[config.mk]
export PLATFORM = sky130hd
export DESIGN_NAME = mem_wb_arbiter
export DESIGN_NICKNAME = d
export VERILOG_FILES = /design/src/rtl/mem_wb_arbiter.sv
export SDC_FILE = /design/constraint.sdc
export NUM_CORES = 1
export LEC_CHECK = 0
export ABC_CLOCK_PERIOD_IN_PS = 3150
export BUFFER_PORTS_ARGS = -buffer_cell sky130_fd_sc_hd__buf_4
export CAP_MARGIN = 20
export CORE_AREA = 2 2 124 126
export CTS_CLUSTER_DIAMETER = 60
export CTS_CLUSTER_SIZE = 16
export DETAILED_ROUTE_END_ITERATION = 8
export DIE_AREA = 0 0 126 128
export GPL_ROUTABILITY_DRIVEN = 0
export SYNTH_ARGS = -nofsm -noshare
export SYNTH_HDL_FRONTEND = slang
export SYNTH_SLANG_ARGS = --single-unit
[constraint.sdc]
create_clock -name wb_clk_i -period 3.15 [get_ports wb_clk_i]
set_input_delay 0.1575 -clock wb_clk_i [delete_from_list [all_inputs] [get_ports wb_clk_i]]
set_output_delay 0.1575 -clock wb_clk_i [all_outputs]
set_load 0.005 [all_outputs]
[src/rtl/mem_wb_arbiter.sv]
// Two-master round-robin Wishbone arbiter in front of the on-chip memory slave.
// Master 0 is the CPU data port, master 1 the housekeeping/debug master.
// A grant is held for the whole bus cycle; a watchdog returns err if the slave hangs.
module mem_wb_arbiter #(
  parameter int unsigned TIMEOUT_CYCLES = 255,
  parameter int unsigned CNT_W          = 8
) (
  input  logic              wb_clk_i,
  input  logic              wb_rst_i,
  input  logic [31:0]       m0_adr_i,
  input  logic [31:0]       m0_dat_i,
  input  logic [3:0]        m0_sel_i,
  input  logic              m0_we_i,
  input  logic              m0_cyc_i,
  input  logic              m0_stb_i,
  output logic              m0_ack_o,
  output logic              m0_err_o,
  output logic [31:0]       m0_dat_o,
  input  logic [31:0]       m1_adr_i,
  input  logic [31:0]       m1_dat_i,
  input  logic [3:0]        m1_sel_i,
  input  logic              m1_we_i,
  input  logic              m1_cyc_i,
  input  logic              m1_stb_i,
  output logic              m1_ack_o,
  output logic              m1_err_o,
  output logic [31:0]       m1_dat_o,
  output logic [31:0]       s_adr_o,
  output logic [31:0]       s_dat_o,
  output logic [3:0]        s_sel_o,
  output logic              s_we_o,
  output logic              s_cyc_o,
  output logic              s_stb_o,
  input  logic              s_ack_i,
  input  logic [31:0]       s_dat_i,
  output logic [1:0]        grant_o
);

  localparam logic [CNT_W-1:0] TMO_LAST = CNT_W'(TIMEOUT_CYCLES - 1);

  typedef enum logic [1:0] {
    IDLE    = 2'd0,
    GRANT0  = 2'd1,
    GRANT1  = 2'd2,
    ERRWAIT = 2'd3
  } state_t;

  state_t           state;
  logic             lg;        // last granted master; also the errored master in ERRWAIT
  logic [CNT_W-1:0] wdog;

  logic sel0;
  logic sel1;
  logic pending;
  logic timeout;

  assign sel0    = (state == GRANT0);
  assign sel1    = (state == GRANT1);
  assign grant_o = {sel1, sel0};

  // Slave port follows the granted master; everything low when nobody owns the bus.
  always_comb begin
    s_adr_o = '0;
    s_dat_o = '0;
    s_sel_o = '0;
    s_we_o  = 1'b0;
    s_cyc_o = 1'b0;
    s_stb_o = 1'b0;
    if (sel0) begin
      s_adr_o = m0_adr_i;
      s_dat_o = m0_dat_i;
      s_sel_o = m0_sel_i;
      s_we_o  = m0_we_i;
      s_cyc_o = m0_cyc_i;
      s_stb_o = m0_stb_i;
    end else if (sel1) begin
      s_adr_o = m1_adr_i;
      s_dat_o = m1_dat_i;
      s_sel_o = m1_sel_i;
      s_we_o  = m1_we_i;
      s_cyc_o = m1_cyc_i;
      s_stb_o = m1_stb_i;
    end
  end

  // A strobe waiting on the slave; an ack in the same cycle always beats the timeout.
  assign pending = s_cyc_o & s_stb_o & ~s_ack_i;
  assign timeout = pending & (wdog == TMO_LAST);

  // Responses only ever reach the owner of the bus; read data is broadcast.
  assign m0_ack_o = sel0 & s_ack_i;
  assign m1_ack_o = sel1 & s_ack_i;
  assign m0_err_o = sel0 & timeout;
  assign m1_err_o = sel1 & timeout;
  assign m0_dat_o = s_dat_i;
  assign m1_dat_o = s_dat_i;

  // Arbitration state, round-robin pointer and watchdog counter.
  always_ff @(posedge wb_clk_i) begin
    if (!wb_rst_i) begin
      state <= IDLE;
      lg    <= 1'b1;
      wdog  <= '0;
    end else begin
      case (state)
        IDLE: begin
          wdog <= '0;
          if (m0_cyc_i && m1_cyc_i) begin
            state <= lg ? GRANT0 : GRANT1;
          end else if (m0_cyc_i) begin
            state <= GRANT0;
          end else if (m1_cyc_i) begin
            state <= GRANT1;
          end
        end
        GRANT0: begin
          if (!m0_cyc_i) begin
            lg    <= 1'b0;
            state <= IDLE;
            wdog  <= '0;
          end else if (timeout) begin
            lg    <= 1'b0;
            state <= ERRWAIT;
            wdog  <= '0;
          end else if (pending) begin
            if (wdog != '1) wdog <= wdog + CNT_W'(1);
          end else begin
            wdog <= '0;
          end
        end
        GRANT1: begin
          if (!m1_cyc_i) begin
            lg    <= 1'b1;
            state <= IDLE;
            wdog  <= '0;
          end else if (timeout) begin
            lg    <= 1'b1;
            state <= ERRWAIT;
            wdog  <= '0;
          end else if (pending) begin
            if (wdog != '1) wdog <= wdog + CNT_W'(1);
          end else begin
            wdog <= '0;
          end
        end
        ERRWAIT: begin
          // Hold off until the hung master abandons its cycle.
          wdog <= '0;
          if (lg ? !m1_cyc_i : !m0_cyc_i) state <= IDLE;
        end
        default: begin
          state <= IDLE;
          wdog  <= '0;
        end
      endcase
    end
  end

endmodule

# Word level (Yosys, flattened, before mapping)
# Cells that the tools add are included.
dict set report totals {
  ff_bits 11
  latch_bits 0
  mem_bits_rw 0
  romBits 0
  input_bits 177
  word_cells 62
  mem_count 0
}
dict set report op_classes {
  add_sub_neg 1
  multipliers 0
  div 0
  order_cmp 0
  n_eq_ne 9
  shifts 0
  mux 33
  bitwise 8
  n_reduce_logical 8
}
# op count
set op_table {}
lappend op_table {{$mux W32} 4}
lappend op_table {{$mux W8} 5}
lappend op_table {{$pmux W8 S3} 1}
lappend op_table {{$mux W2} 8}
lappend op_table {{$mux W1} 11}
lappend op_table {{$add A8 B1 Y8 const B} 1}
lappend op_table {{$eq A8 B8 Y1 const B} 1}
lappend op_table {{$mux W4} 2}
lappend op_table {{$ne A8 B8 Y1 const B} 1}
lappend op_table {{$pmux W2 S4} 1}
lappend op_table {{$and A1 B1 Y1} 7}
lappend op_table {{$ne A3 B2 Y1 const B} 2}
lappend op_table {{$eq A2 B2 Y1 const B} 2}
lappend op_table {{$ne A4 B4 Y1 const B} 1}
lappend op_table {{$reduce_and A3 Y1} 1}
lappend op_table {{$eq A2 B1 Y1 const B} 1}
lappend op_table {{$logic_not A1 Y1} 2}
lappend op_table {{$logic_not A2 Y1} 1}
lappend op_table {{$ne A2 B2 Y1 const B} 1}
lappend op_table {{$pmux W1 S2} 1}
lappend op_table {{$reduce_and A2 Y1} 1}
lappend op_table {{$reduce_bool A2 Y1} 1}
lappend op_table {{$reduce_or A2 Y1} 1}
lappend op_table {{$logic_and A1 B1 Y1} 1}
lappend op_table {{$not A1 Y1} 1}

# Logic depth before layout (Yosys ltp)
dict set report depth {
  depth_word 9
  mapped_depth 6
}

# Worst setup path after synthesis
# No wires, ideal clock.
dict set report synth_timing {
  kind {register to output}
  start {register state[1]}
  end {output m0_err_o}
  arrival_ns 1.442
  required_time_ns 2.992
  setup_slack_ns 1.551
  path_stages_with_launch 7
  n_path_buf 0
  path_cell_list {dfxtp_1 > inv_1 > ha_1 > nand4b_1 > a21oi_1 > nor2b_1 > and2_1}
}
dict set report synth_via {
  elab_cells_between_ends 10
  classes_between {eq/ne: 2; mux: 4; bitwise: 4}
}
# item line
set synth_lines {}
lappend synth_lines {{start: declaration} 48} ;# state_t state;
lappend synth_lines {{start signal: assignment} 109} ;# state <= lg ? GRANT0 : GRANT1;
lappend synth_lines {{$eq A2 B1 Y1 *} 57} ;# assign sel0 = (state == GRANT0);
lappend synth_lines {{named net sel0} 52} ;# logic sel0;
lappend synth_lines {{$mux W1} 69} ;# if (sel0) begin
lappend synth_lines {{$and A1 B1 Y1 (2 in series)} 87} ;# assign pending = s_cyc_o & s_stb_o & ~s_ack_i;
lappend synth_lines {{$and A1 B1 Y1} 88} ;# assign timeout = pending & (wdog == TMO_LAST);
lappend synth_lines {{$and A1 B1 Y1 *} 93} ;# assign m0_err_o = sel0 & timeout;
lappend synth_lines {{end: declaration} 17} ;# output logic m0_err_o,
# Mark *: on every way through the listed nets, which the timed path passes. The rest lies on a longest branch.

# Worst setup path after layout
dict set report layout_timing {
  start {register state[1]}
  end {output m1_err_o}
}
dict set report layout_via {
  elab_chain_cells 7
  elab_cells_between_ends 10
  classes_between {eq/ne: 2; mux: 4; bitwise: 4}
}
# item line
set layout_rtl {}
lappend layout_rtl {{$eq A2 B2 Y1} 58} ;# assign sel1 = (state == GRANT1);
lappend layout_rtl {{$mux W1} 76} ;# end else if (sel1) begin
lappend layout_rtl {{$mux W1} 69}
lappend layout_rtl {{$and A1 B1 Y1 (2 in series)} 87}
lappend layout_rtl {{$and A1 B1 Y1} 88}
lappend layout_rtl {{$and A1 B1 Y1 *} 94} ;# assign m1_err_o = sel1 & timeout;
lappend layout_rtl {{end: declaration} 26} ;# output logic m1_err_o,
# Every way passes the cells marked *; elsewhere a longest branch is shown, timed or not.

==> impl_metrics.ini <==
[clock_network]
cts_buffers = 3
cts_resized = 0
ctsRootBufferMaster = clkbuf_16
cts_setup_buffers = 0
hold_buffers = 0
clock_path_buffers = 2
clkTransAtPathRegs_ps = 40
clk_latency_ps = 240
htreeDepth = 1
cts_tree = done
cts.sinks = 11

[critical_path]
required_ps = 2990
worst-path-max-fanout = 27
ff2ff_setup_slack_ps = 950
worst-setup-path-type = flop to output pin
arrival_ps = 2370
start_kind = flop
worstSetupStartpoint = state[1]
reg2reg_depth = 7
r2r-start = state[1]
r2r_end = state[0]
crit_path_end = m1_err_o
worstSetupEndpointType = output pin

[synthesis]
synthesis.instances = 246
synth_area_leaders = a22o_1, buf_4, dfxtp_1
yosys_warnings = 0
yosysSeqAreaShare = 0.113
avgSynthCellArea_um2 = 7.93
synth_cell_type_count = 37
netlist.area_leader.share = 0.314
syn_nets = 430
synth_area_leader_cell = a22o_1
ys_ff_latch = 11
synthesis.area_mm2 = 0.00195

[power]
power_density_mw_per_mm2 = 584
power_frac_comb = 0.792
internal_power_mw = 1.17
seqPwrFrac = 0.090
ir_worst_vdd_mv = 0.213
switchingPower_uw = 803
switching_share = 0.406
leakage_nw = 1.69
pwr-share-clk = 0.118

[timing]
period_share = 0.803
setup_violations = 0
tns_ps = 0
clock_skew_ps = 0.955
rsz0062_at_grt = false
maxSlewHeadroom = 0.678
hold_viol = 0
worst_pin_slew_ps = 484
drv_slew = 0
layout_min_cycle_time_ps = 2530
max_freq_ghz = 0.395

[drt]
drcViolationCount = 0
dr_total_vias = 2499
viasPerCell = 4.32
drtAntennaViolNets = 0
wl_per_cell_um = 23.7
drt_iter0_drc = 113
drtPass1Iterations = 4
routed_wl_um = 13700

[floorplan]
start_util = 0.131
rows = 45
core_area_mm2 = 0.0149
die_w_um = 126
io_pins = 318
dieArea_mm2 = 0.0161
die_h_um = 128

[hold_path]
hold_start = wb_rst_i
hp-class = primary input to flop

[cells_and_area]
final_nets = 576
fillers = 1685
fin_cells = 579
layout-drive-gt1-share = 0.601
final_area_mm2 = 0.00339
antenna_cells = 0
area_growth_syn_to_layout_pct = 73.5

[place]
place_area_mm2 = 0.00331
dp_hpwl_um = 12000
dp_cells = 575
io_buffer_count = 221

[global_routing]
grt_usage = 0.156
grt-ovfl-total = 0
antenna_found_initial = 0
grt_pass1_wl_um = 18400
grt_max_degree = 43
grt_pass1_vias = 2559

[status]
status = finished clean

[run]
maxCapViolCount = 0
[cell usage after synthesis]
library cell / n
buf_2: 6
xnor2_1: 1
or3_1: 1
o21ba_2: 1
a22o_1: 70
a211oi_1: 3
a31oi_1: 4
nor3_1: 3
nand3_2: 1
nand3_1: 7
and2_1: 5
buf_6: 1
nor2b_1: 2
and3_1: 3
buf_4: 66
xor2_1: 2
a21o_1: 1
nand3_4: 1
o22ai_1: 2
nand2_1: 5
dfxtp_1: 11
ha_1: 7
nor3b_1: 1
nor2_1: 6
o21ai_0: 2
and2_2: 1
a21oi_1: 4
a22oi_1: 2
mux2i_1: 2
clkbuf_1: 11
a41oi_1: 1
or2_2: 1
nand2b_1: 2
inv_1: 7
o311a_1: 1
a32oi_1: 1
nand4b_1: 1
[layout by cell type, fill, tap and decap left out, types with 2 or more instances in the layout]
cell type  synthesis  layout
and2_1             5       5
o22ai_1            2       2
a31oi_1            4       4
a22o_1            70      70
buf_4             66     225
a22oi_1            2       2
clkbuf_16          0       3
nand2_1            5       5
nor2_1             6       6
dfxtp_1           11      11
inv_1              7       7
ha_1               7       6
a21oi_1            4       4
mux2i_1            2       2
o21ai_0            2       2
a211oi_1           3       3
and3_1             3       3
xor2_1             2       2
nand3_1            7       7
nand2b_1           2       2
nor3_1             3       3
[kinds of logic after synthesis]
logic type / count (synthesis) / synth area share
XOR/XNOR: 3 / 0.0135
buffers and inverters: 91 / 0.310
AND/OR/NAND/NOR: 40 / 0.118
flip-flops: 11 / 0.113
multiplexers: 2 / 0.0103
AO/OA/AOI/OAI: 92 / 0.391
adder cells (fa/ha/maj): 7 / 0.0449
[area by class of cell]
class / instances / area [um2] / area share
clock buffer: 4 / 78.8 / 0.0233
inverter: 7 / 26.3 / 0.00776
multi-input combinational: 144 / 1140 / 0.336
sequential: 11 / 220 / 0.0650
tap: 188 / 235 / 0.0694
timing repair buffer: 225 / 1690 / 0.499
[worst max-delay path: stages, from the launching register on]
cell and delay (ps):
dfxtp_1 330, inv_1 130, ha_2 510, nand3_1 140
a21oi_1 370, nor2b_1 300, and2_1 220, buf_4 130
[power groups by stage]
stage	clock network, mW	logic [mW]	registers [mW]
3_3_place_gp	0	1.55	0.177
2_1_floorplan	0	0.758	0.173
5_1_grt	0.253	1.69	0.180
3_5_place_dp	0	1.57	0.179
4_1_cts	0.240	1.59	0.176
6_report	0.234	1.57	0.177
[layer usage]
metal / global-route usage / share of wire
met1: 0.213 / 0.44
met2: 0.213 / 0.41
met3: 0.0868 / 0.13
met4: 0.0336 / 0.018
met5: 0 / 0
[how the worst min path moves through the flow]
stage	endpoint	slack [ps]	depth (start not counted)
6_report	state[0]	300	3
4_1_cts	state[0]	290	3
3_3_place_gp	m0_dat_o[22]	320	0
2_1_floorplan	wdog[5]	350	2
5_1_grt	state[0]	300	3
3_5_place_dp	m0_dat_o[22]	320	0
[state kept, by name (all words and copies together), names as in the netlist]
| name | count |
|---|---|
| lg | 1 |
| state | 2 |
| wdog | 8 |
[stage by stage]
step	total power, mW	setup WS, ps	util	hold slack [ps]
floorplan	0.931	1550	-	355
global placement	1.72	861	0.223	315
detailed placement	1.75	849	0.223	315
CTS	2.01	583	0.228	292
global route	2.12	418	0.228	299
finish	1.98	620	0.228	296
No activity file was read; power rests on OpenSTA's default activity.
